**src/rtl/keypad_scan_if.sv**
```systemverilog
// Keypad scanner bus: column drive and row sense toward the matrix, key events toward display logic.
// master = scanner, slave = keypad/consumer side.
interface keypad_scan_if;
  logic [3:0] row_n;
  logic [3:0] col_n;
  logic [3:0] key_code;
  logic       key_valid;
  logic       key_held;
  logic       multi_key;

  modport master (input row_n, output col_n, key_code, key_valid, key_held, multi_key);
  modport slave  (output row_n, input col_n, key_code, key_valid, key_held, multi_key);
endinterface

```
**src/rtl/keypad_scan.sv**
```systemverilog
// 4x4 matrix keypad scanner: rotating active-low column drive, whole-scan debounce,
// key encoding with a press strobe, a held level and a multi-key flag.
module keypad_scan #(
  parameter int SCAN_DIV       = 50000,
  parameter int DEBOUNCE_SCANS = 4
) (
  input logic           clk,
  input logic           rst,
  keypad_scan_if.master bus
);
  localparam int DIV_W = (SCAN_DIV > 1) ? $clog2(SCAN_DIV) : 1;
  localparam int CNT_W = $clog2(DEBOUNCE_SCANS + 1);
  localparam logic [DIV_W-1:0] DIV_LAST = DIV_W'(SCAN_DIV - 1);
  localparam logic [CNT_W-1:0] DEB_LAST = CNT_W'(DEBOUNCE_SCANS - 1);

  typedef enum logic [1:0] {IDLE, DEBOUNCE, HELD, RELEASE} state_t;

  state_t           state;
  logic [1:0][3:0]  sync_pipe;
  logic [DIV_W-1:0] div_cnt;
  logic [1:0]       col_idx;
  logic [1:0]       acc_cnt;
  logic [3:0]       acc_code;
  logic [3:0]       cand;
  logic [CNT_W-1:0] cnt;
  logic [3:0]       code_q;
  logic             valid_q, held_q, multi_q;

  logic       tick, scan_end;
  logic [3:0] pressed;
  logic [2:0] hit_cnt;
  logic [1:0] low_row;
  logic [3:0] sum;
  logic [1:0] scan_cnt;
  logic [3:0] samp_code, new_code;
  logic       res_none, res_single, res_multi;

  assign tick     = (div_cnt == DIV_LAST);
  assign scan_end = tick && (col_idx == 2'd3);
  assign pressed  = ~sync_pipe[1];

  // Hits in the current column; the loop runs high-to-low so the lowest pressed row wins.
  always_comb begin
    hit_cnt = 3'd0;
    low_row = 2'd0;
    for (int r = 3; r >= 0; r--) begin
      hit_cnt = hit_cnt + {2'b00, pressed[r]};
      if (pressed[r]) low_row = 2'(r);
    end
  end

  // Merge this column's sample into the running scan; count saturates at 2 (= MULTI).
  assign sum        = {2'b00, acc_cnt} + {1'b0, hit_cnt};
  assign scan_cnt   = (sum >= 4'd2) ? 2'd2 : sum[1:0];
  assign samp_code  = {low_row, col_idx};
  assign new_code   = (hit_cnt != 3'd0 && (acc_cnt == 2'd0 || samp_code < acc_code)) ? samp_code : acc_code;
  assign res_none   = (scan_cnt == 2'd0);
  assign res_single = (scan_cnt == 2'd1);
  assign res_multi  = (scan_cnt == 2'd2);

  always_ff @(posedge clk or negedge rst) begin
    if (!rst) begin
      state     <= IDLE;
      sync_pipe <= '1;  // idle rows read as pulled-up: no key
      div_cnt   <= '0;
      col_idx   <= 2'd0;
      acc_cnt   <= 2'd0;
      acc_code  <= 4'd0;
      cand      <= 4'd0;
      cnt       <= '0;
      code_q    <= 4'd0;
      valid_q   <= 1'b0;
      held_q    <= 1'b0;
      multi_q   <= 1'b0;
    end else begin
      sync_pipe[0] <= bus.row_n;
      sync_pipe[1] <= sync_pipe[0];
      valid_q      <= 1'b0;
      div_cnt      <= tick ? '0 : div_cnt + DIV_W'(1);
      if (tick) begin
        col_idx <= col_idx + 2'd1;
        if (!scan_end) begin
          acc_cnt  <= scan_cnt;
          acc_code <= new_code;
        end else begin
          acc_cnt  <= 2'd0;
          acc_code <= 4'd0;
          multi_q  <= res_multi;
          case (state)
            IDLE: if (res_single) begin
              cand <= new_code;
              if (DEBOUNCE_SCANS == 1) begin
                state   <= HELD;
                code_q  <= new_code;
                valid_q <= 1'b1;
                held_q  <= 1'b1;
                cnt     <= '0;
              end else begin
                state <= DEBOUNCE;
                cnt   <= CNT_W'(1);
              end
            end
            DEBOUNCE: begin
              if (res_single && new_code == cand) begin
                if (cnt == DEB_LAST) begin
                  state   <= HELD;
                  code_q  <= cand;
                  valid_q <= 1'b1;
                  held_q  <= 1'b1;
                  cnt     <= '0;
                end else begin
                  cnt <= cnt + CNT_W'(1);
                end
              end else begin
                state <= IDLE;
                cnt   <= '0;
              end
            end
            HELD: if (res_none) begin
              if (DEBOUNCE_SCANS == 1) begin
                state  <= IDLE;
                held_q <= 1'b0;
                cnt    <= '0;
              end else begin
                state <= RELEASE;
                cnt   <= CNT_W'(1);
              end
            end
            RELEASE: begin
              if (res_none) begin
                if (cnt == DEB_LAST) begin
                  state  <= IDLE;
                  held_q <= 1'b0;
                  cnt    <= '0;
                end else begin
                  cnt <= cnt + CNT_W'(1);
                end
              end else begin
                // Bounce during release: resume the hold without a new strobe.
                state <= HELD;
                cnt   <= '0;
              end
            end
            default: state <= IDLE;
          endcase
        end
      end
    end
  end

  assign bus.col_n     = ~(4'b0001 << col_idx);
  assign bus.key_code  = code_q;
  assign bus.key_valid = valid_q;
  assign bus.key_held  = held_q;
  assign bus.multi_key = multi_q;
endmodule

```
**src/flat_wrapper.sv**
```systemverilog
// flat-port wrapper written by rule: the top's interface ports become plain ports
module keypad_scan_flat 
#(
  parameter int SCAN_DIV       = 50000,
  parameter int DEBOUNCE_SCANS = 4
)
  (clk, rst, bus_row_n, bus_col_n, bus_key_code, bus_key_valid, bus_key_held, bus_multi_key);
  keypad_scan_if bus_i ();
  input logic clk;
  input logic rst;
  input wire logic [$bits(bus_i.row_n)-1:0] bus_row_n;
  output wire logic [$bits(bus_i.col_n)-1:0] bus_col_n;
  output wire logic [$bits(bus_i.key_code)-1:0] bus_key_code;
  output wire logic [$bits(bus_i.key_valid)-1:0] bus_key_valid;
  output wire logic [$bits(bus_i.key_held)-1:0] bus_key_held;
  output wire logic [$bits(bus_i.multi_key)-1:0] bus_multi_key;
  assign bus_i.row_n = bus_row_n;
  assign bus_col_n = bus_i.col_n;
  assign bus_key_code = bus_i.key_code;
  assign bus_key_valid = bus_i.key_valid;
  assign bus_key_held = bus_i.key_held;
  assign bus_multi_key = bus_i.multi_key;
  keypad_scan #(.SCAN_DIV(SCAN_DIV), .DEBOUNCE_SCANS(DEBOUNCE_SCANS)) u_core (.clk(clk), .rst(rst), .bus(bus_i));
endmodule
```
**config.mk**
```make
export PLATFORM = sky130hd
export DESIGN_NAME = keypad_scan_flat
export DESIGN_NICKNAME = d
export VERILOG_FILES = /design/src/rtl/keypad_scan_if.sv /design/src/rtl/keypad_scan.sv /design/src/flat_wrapper.sv
export SDC_FILE = /design/constraint.sdc
export NUM_CORES = 1
export LEC_CHECK = 0
export ABC_CLOCK_PERIOD_IN_PS = 5700
export CORE_ASPECT_RATIO = 0.75
export CORE_UTILIZATION = 50
export CTS_CLUSTER_DIAMETER = 80
export CTS_CLUSTER_SIZE = 40
export DETAILED_ROUTE_END_ITERATION = 6
export PLACE_DENSITY = 0.69
export SYNTH_ARGS = -nofsm -noshare
export SYNTH_HDL_FRONTEND = slang
export SYNTH_SLANG_ARGS = --single-unit
```
**constraint.sdc**
```tcl
create_clock -name clk -period 5.7 [get_ports clk]
set_clock_uncertainty 0.2 [all_clocks]
set_input_delay 1.71 -clock clk [delete_from_list [all_inputs] [get_ports clk]]
set_output_delay 1.71 -clock clk [all_outputs]
set_load 0.03 [all_outputs]
```
# After elaboration in Yosys (flattened, before gate mapping)
# Cells that the tools add are included.
# totals
register_bits,48
# op_classes
n_addsub,7
eq_ne,17
n_reduce_logical,15
n_shift,1
n_lt_le_gt_ge,2
muxes,32
bitwise,2
# ops
operator,n
2-bit two-way mux,12
"16-bit by 1-bit adder with 16-bit output, second input constant",1
"16-bit == test, second input constant",1
16-bit two-way mux,1
3-bit two-way mux,5
"2-bit by 1-bit inequality test with 1-bit output, second input constant",6
3-bit case mux with 4 select lines,1
1-bit two-way mux,9
"2-bit == test, second input constant",4
4-bit two-way mux,2
4-bit NOT,2
2-bit case mux with 4 select lines,1
4-bit AND reduction,2
7-bit AND reduction,1
3-bit by 1-bit adder with 3-bit output,2
2-bit zero test,3
"3-bit inequality test, second input constant",2
6-bit AND reduction,1
5-bit AND reduction,1
2-bit by 3-bit adder with 4-bit output,1
"2-bit by 1-bit == test with 1-bit output, second input constant",2
4-bit == test,1
"4-bit by 2-bit >= comparator with 1-bit output, second input constant",1
4-bit less-than comparator,1
other kinds (11),13

# Logic depth before layout (Yosys ltp)
# logic_depth
word_depth,15
depth_mapped,13
depth_no_buf,12

# Worst setup path before layout
# No wires, ideal clock.
# synth_timing
path_type,reg2reg
startpoint,reg u_core.sync_pipe[6] in the netlist's numbering
endpoint,"reg u_core.code_q[0], in the netlist u_core.bus.key_code[0]"
setup_slack_ps,1964
arrival_time_ps,3411
synth_period_minus_slack_ps,3736
path_stages_with_launch,12
required_time_ps,5375
cell_sequence,dfstp_2 -> inv_1 -> ha_1 -> fa_1 -> ha_1 -> fa_1 -> or2_2 -> a21oi_1 -> nand3b_1 -> nor3_2 -> nand4b_4 -> mux2_4
# synth_via
elab_chain_len,11
word_cells_on_any_way,19
# synth_rtl
element,line,text
from (decl),keypad_scan.sv:19,logic [1:0][3:0] sync_pipe;
4-bit NOT (*),keypad_scan.sv:40,assign pressed = ~sync_pipe[1];
"parallel branches: the longest is 8 deep, another holds 2-bit by 3-bit adder with 4-bit output",n/a,
1-bit logical AND (*),keypad_scan.sv:104,if (res_single && new_code == cand) begin
5-bit AND reduction (no source line) (*),n/a,
to (signal assigned),keypad_scan.sv:94,code_q <= new_code;
to (signal assigned),keypad_scan.sv:107,code_q <= cand;
to (decl),keypad_scan.sv:26,logic [3:0] code_q;
# Every way passes the cells marked *.
# A chain may end at the register's enable or synchronous reset.

# Worst setup path in the final report
# Ends and elaborated chain as after synthesis.

==> summary.txt <==
status - finished clean
syn avg cell area - 11.0 sq um
Worst setup EP type - flip-flop
post-CTS setup buffer count - 0
MaxCap Viol Count - 0
GP Congestion - 0.792
post-synthesis instance total - 226
Syn Nets - 249
First-pass DRT Iterations - 5
Root Buffer - clkbuf_8
Layout Nets - 269
kind of critical path - reg2reg
post-route ant nets - 0
Initial Util - 0.537
Primary FF master, synth - dfrtp_1
core area - 0.00462 sq mm
Final setup violation count - 0
Max H-tree Level - 2
async set-reset flop share out of synthesis - 1.00
top cell type by total area after synthesis - dfrtp_1
post-route non-filler standard cell count - 304
GRT Util Overall - 0.179
Max stage delay cell, worst path - dfstp_2
Multi-input gate area - 0.00119 sq mm
vias in the first global route - 1574
Max VDD drop - 0.181 mV
CTS buffer count - 5
Post-Place Setup Slack - 1.68 ns
initial antenna violation count - 0
total power - 661 uW
clk_lat worst skew - 0.29 ns
DIE AREA - 0.00526 sq mm
Clock Tree Buf Depth - 2
RSZ-0062 raised after global routing - false
Die Width - 83.4 um
Slew Viols, Final - 0
CTS-repair resized insts - 0
Max Clk Rate - 246 MHz
Fin Setup TNS - 0 ns
global-route wire length before repair - 7.47 mm
Slew @ Worst Pin - 0.690 ns
register area share after synthesis - 0.487
P per Cell Area - 234 mW/mm^2
clock sink count - 48
DR vias/cell - 5.29
largest fanout on the critical path - 7
required time worst endpoint - 5.69 ns
CP startpoint kind - flip-flop
total congestion overflow - 0
Rows - 21
share of layout cells above drive strength 1 - 0.154
clock slew at reported path FFs - 0.09 ns
Slew HR - 0.540
routed wire length - 4.28 mm
leakage - 0.00133 uW
post-synthesis cell area - 0.00248 sq mm
crit path DAT - 4.05 ns
drt first-iter violations - 77
Area growth syn-to-layout - 13.5%
count of different cell masters after synthesis - 47
final period utilization - 0.713
R2R setup slack - 1.64 ns
FILL cells - 378
Wirelength per Cell - 14.1 um
Synth Warn # - 0
final setup margin - 1.64 ns
post-synth top area share - 0.403
Top delay family on crit path - adder cells
vias - 1607
Antenna Cells - 0
PortBufs - 16
Seq cells post-synth - 48
IO Pins - 17
Final Critical Period - 4.06 ns
hold-fix buffer count after cts - 0
DRC Markers - 0
Post-DP HPWL - 3.01 mm
Reg area - 0.00121 sq mm
Cells after DPL - 296
Post-synth EDFFs - 0
Synth area leaders - dfrtp_1 (40%), dfstp_2 (8.5%), ha_1 (7.6%), nand2_1 (3.5%), o21ai_0 (3.2%)
worst path buffer plus inverter count - 1
HP Class - reg2reg
Die Ht - 63.1 um
CTS tree - done
Max stage delay on crit path - 0.56 ns
final hold vios - 0
CP Cell Sequence - inv_1 > ha_1 > fa_1 > ha_1 > fa_1 > or2_2 > a21oi_1 > nand3b_1 > nor3_2 > nand4b_4 > mux2_4
largest net degree at the start of global routing - 49
[worst paths after layout]
| path | end | startpoint | depth (start not counted) |
|---|---|---|---|
| max | u_core.bus.key_code[0] | u_core.sync_pipe[6] | 11 |
| max in group asynchronous | u_core.acc_code[1] | rst | 2 |
| max reg2reg | u_core.bus.key_code[0] | u_core.sync_pipe[6] | 11 |
| min | u_core.sync_pipe[7] | u_core.sync_pipe[3] | 0 |
| min in group asynchronous | u_core.bus.key_code[1] | rst | 2 |
| min reg2reg | u_core.sync_pipe[7] | u_core.sync_pipe[3] | 0 |
[worst register-to-register path: stages (launching register included)]
cell and delay (ns):
dfstp_2 0.56, inv_1 0.04, ha_1 0.30, fa_1 0.39, ha_1 0.34, fa_1 0.41, or2_2 0.28, a21oi_1 0.41
nand3b_1 0.16, nor3_2 0.30, nand4b_4 0.21, mux2_4 0.34
[power by group]
group / internal (uW) / switching, uW / leakage (uW)
Sequential: 345 / 1.41 / 0.000629
Clock: 155 / 111 / 0.0000645
Combinational: 18.0 / 30.1 / 0.000632
Total: 518 / 142 / 0.00133
[area by class of cell]
class	instances	area share
Sequential cell	48	0.429
Multi-Input combinational cell	158	0.422
Timing Repair Buffer	17	0.0576
Clock buffer	7	0.0341
Tap cell	57	0.0253
Inverter	16	0.0213
Clock inverter	1	0.0106
[sequential cells by signal, summed over array words and instances (netlist names), 2 cells and up]
| signal | count |
|---|---|
| u_core.div_cnt | 16 |
| u_core.acc_cnt | 2 |
| u_core.bus.key_code | 4 |
| u_core.state | 2 |
| u_core.cnt | 3 |
| u_core.cand | 4 |
| u_core.col_idx | 2 |
| u_core.acc_code | 4 |
| u_core.sync_pipe | 8 |
[routing by layer]
layer,share of wire,GRT usage,up-vias
met1,0.55,0.268,776
met2,0.42,0.261,23
met4,0.0079,0.0517,0
met5,0,0,-
li1,-,-,806
met3,0.024,0.0406,2
[synthesized netlist by cell type, types with 2 or more instances]
cell and number:
dfstp_2 8, xnor2_2 2, or3_1 3, ha_1 15, a21oi_1 6, clkbuf_1 2, nand3b_1 2, o211ai_1 2
nand4_1 2, mux2_2 4, and2_1 2, dfrtp_1 40, xnor2_1 8, mux2_4 4, nand2b_1 3, nor2b_1 2
o21ai_0 16, and3_1 3, xor2_1 9, nor2_1 16, fa_1 2, o21a_1 2, nand2_1 23, inv_1 16
nand3_1 9, nor3_1 4
[layout by cell type, fill, tap and decap left out, types with 3 or more instances in the layout]
cell type / instances
a21oi_1: 6
xnor2_1: 8
and3_1: 3
nor3_1: 4
o21ai_0: 16
ha_1: 15
nor2_1: 16
nand2_1: 23
mux2_2: 4
nand2b_1: 3
inv_1: 16
dfstp_2: 8
mux2_4: 4
or3_1: 3
nand3_1: 9
clkdlybuf4s50_1: 15
clkbuf_8: 7
xor2_1: 9
dfrtp_1: 40
[kinds of logic after synthesis]
family	after synthesis	synth area share
AND/OR/NAND/NOR	80	0.183
buffers and inverters	20	0.0337
XOR/XNOR	19	0.0730
adder cells (fa/ha/maj)	17	0.0916
AO/OA/AOI/OAI	33	0.0846
multiplexers	9	0.0468
flip-flops	48	0.487
[through the flow]
step | utilization | area [sq um] | hold slack [ns]
2_1_floorplan | - | 2480 | 0.145
3_3_place_gp | 0.583 | 2700 | 0.147
3_5_place_dp | 0.583 | 2700 | 0.147
4_1_cts | 0.610 | 2820 | 0.150
5_1_grt | 0.610 | 2820 | 0.147
6_report | 0.610 | 2820 | 0.148
Note: power is estimated with default switching activity, not from simulation.
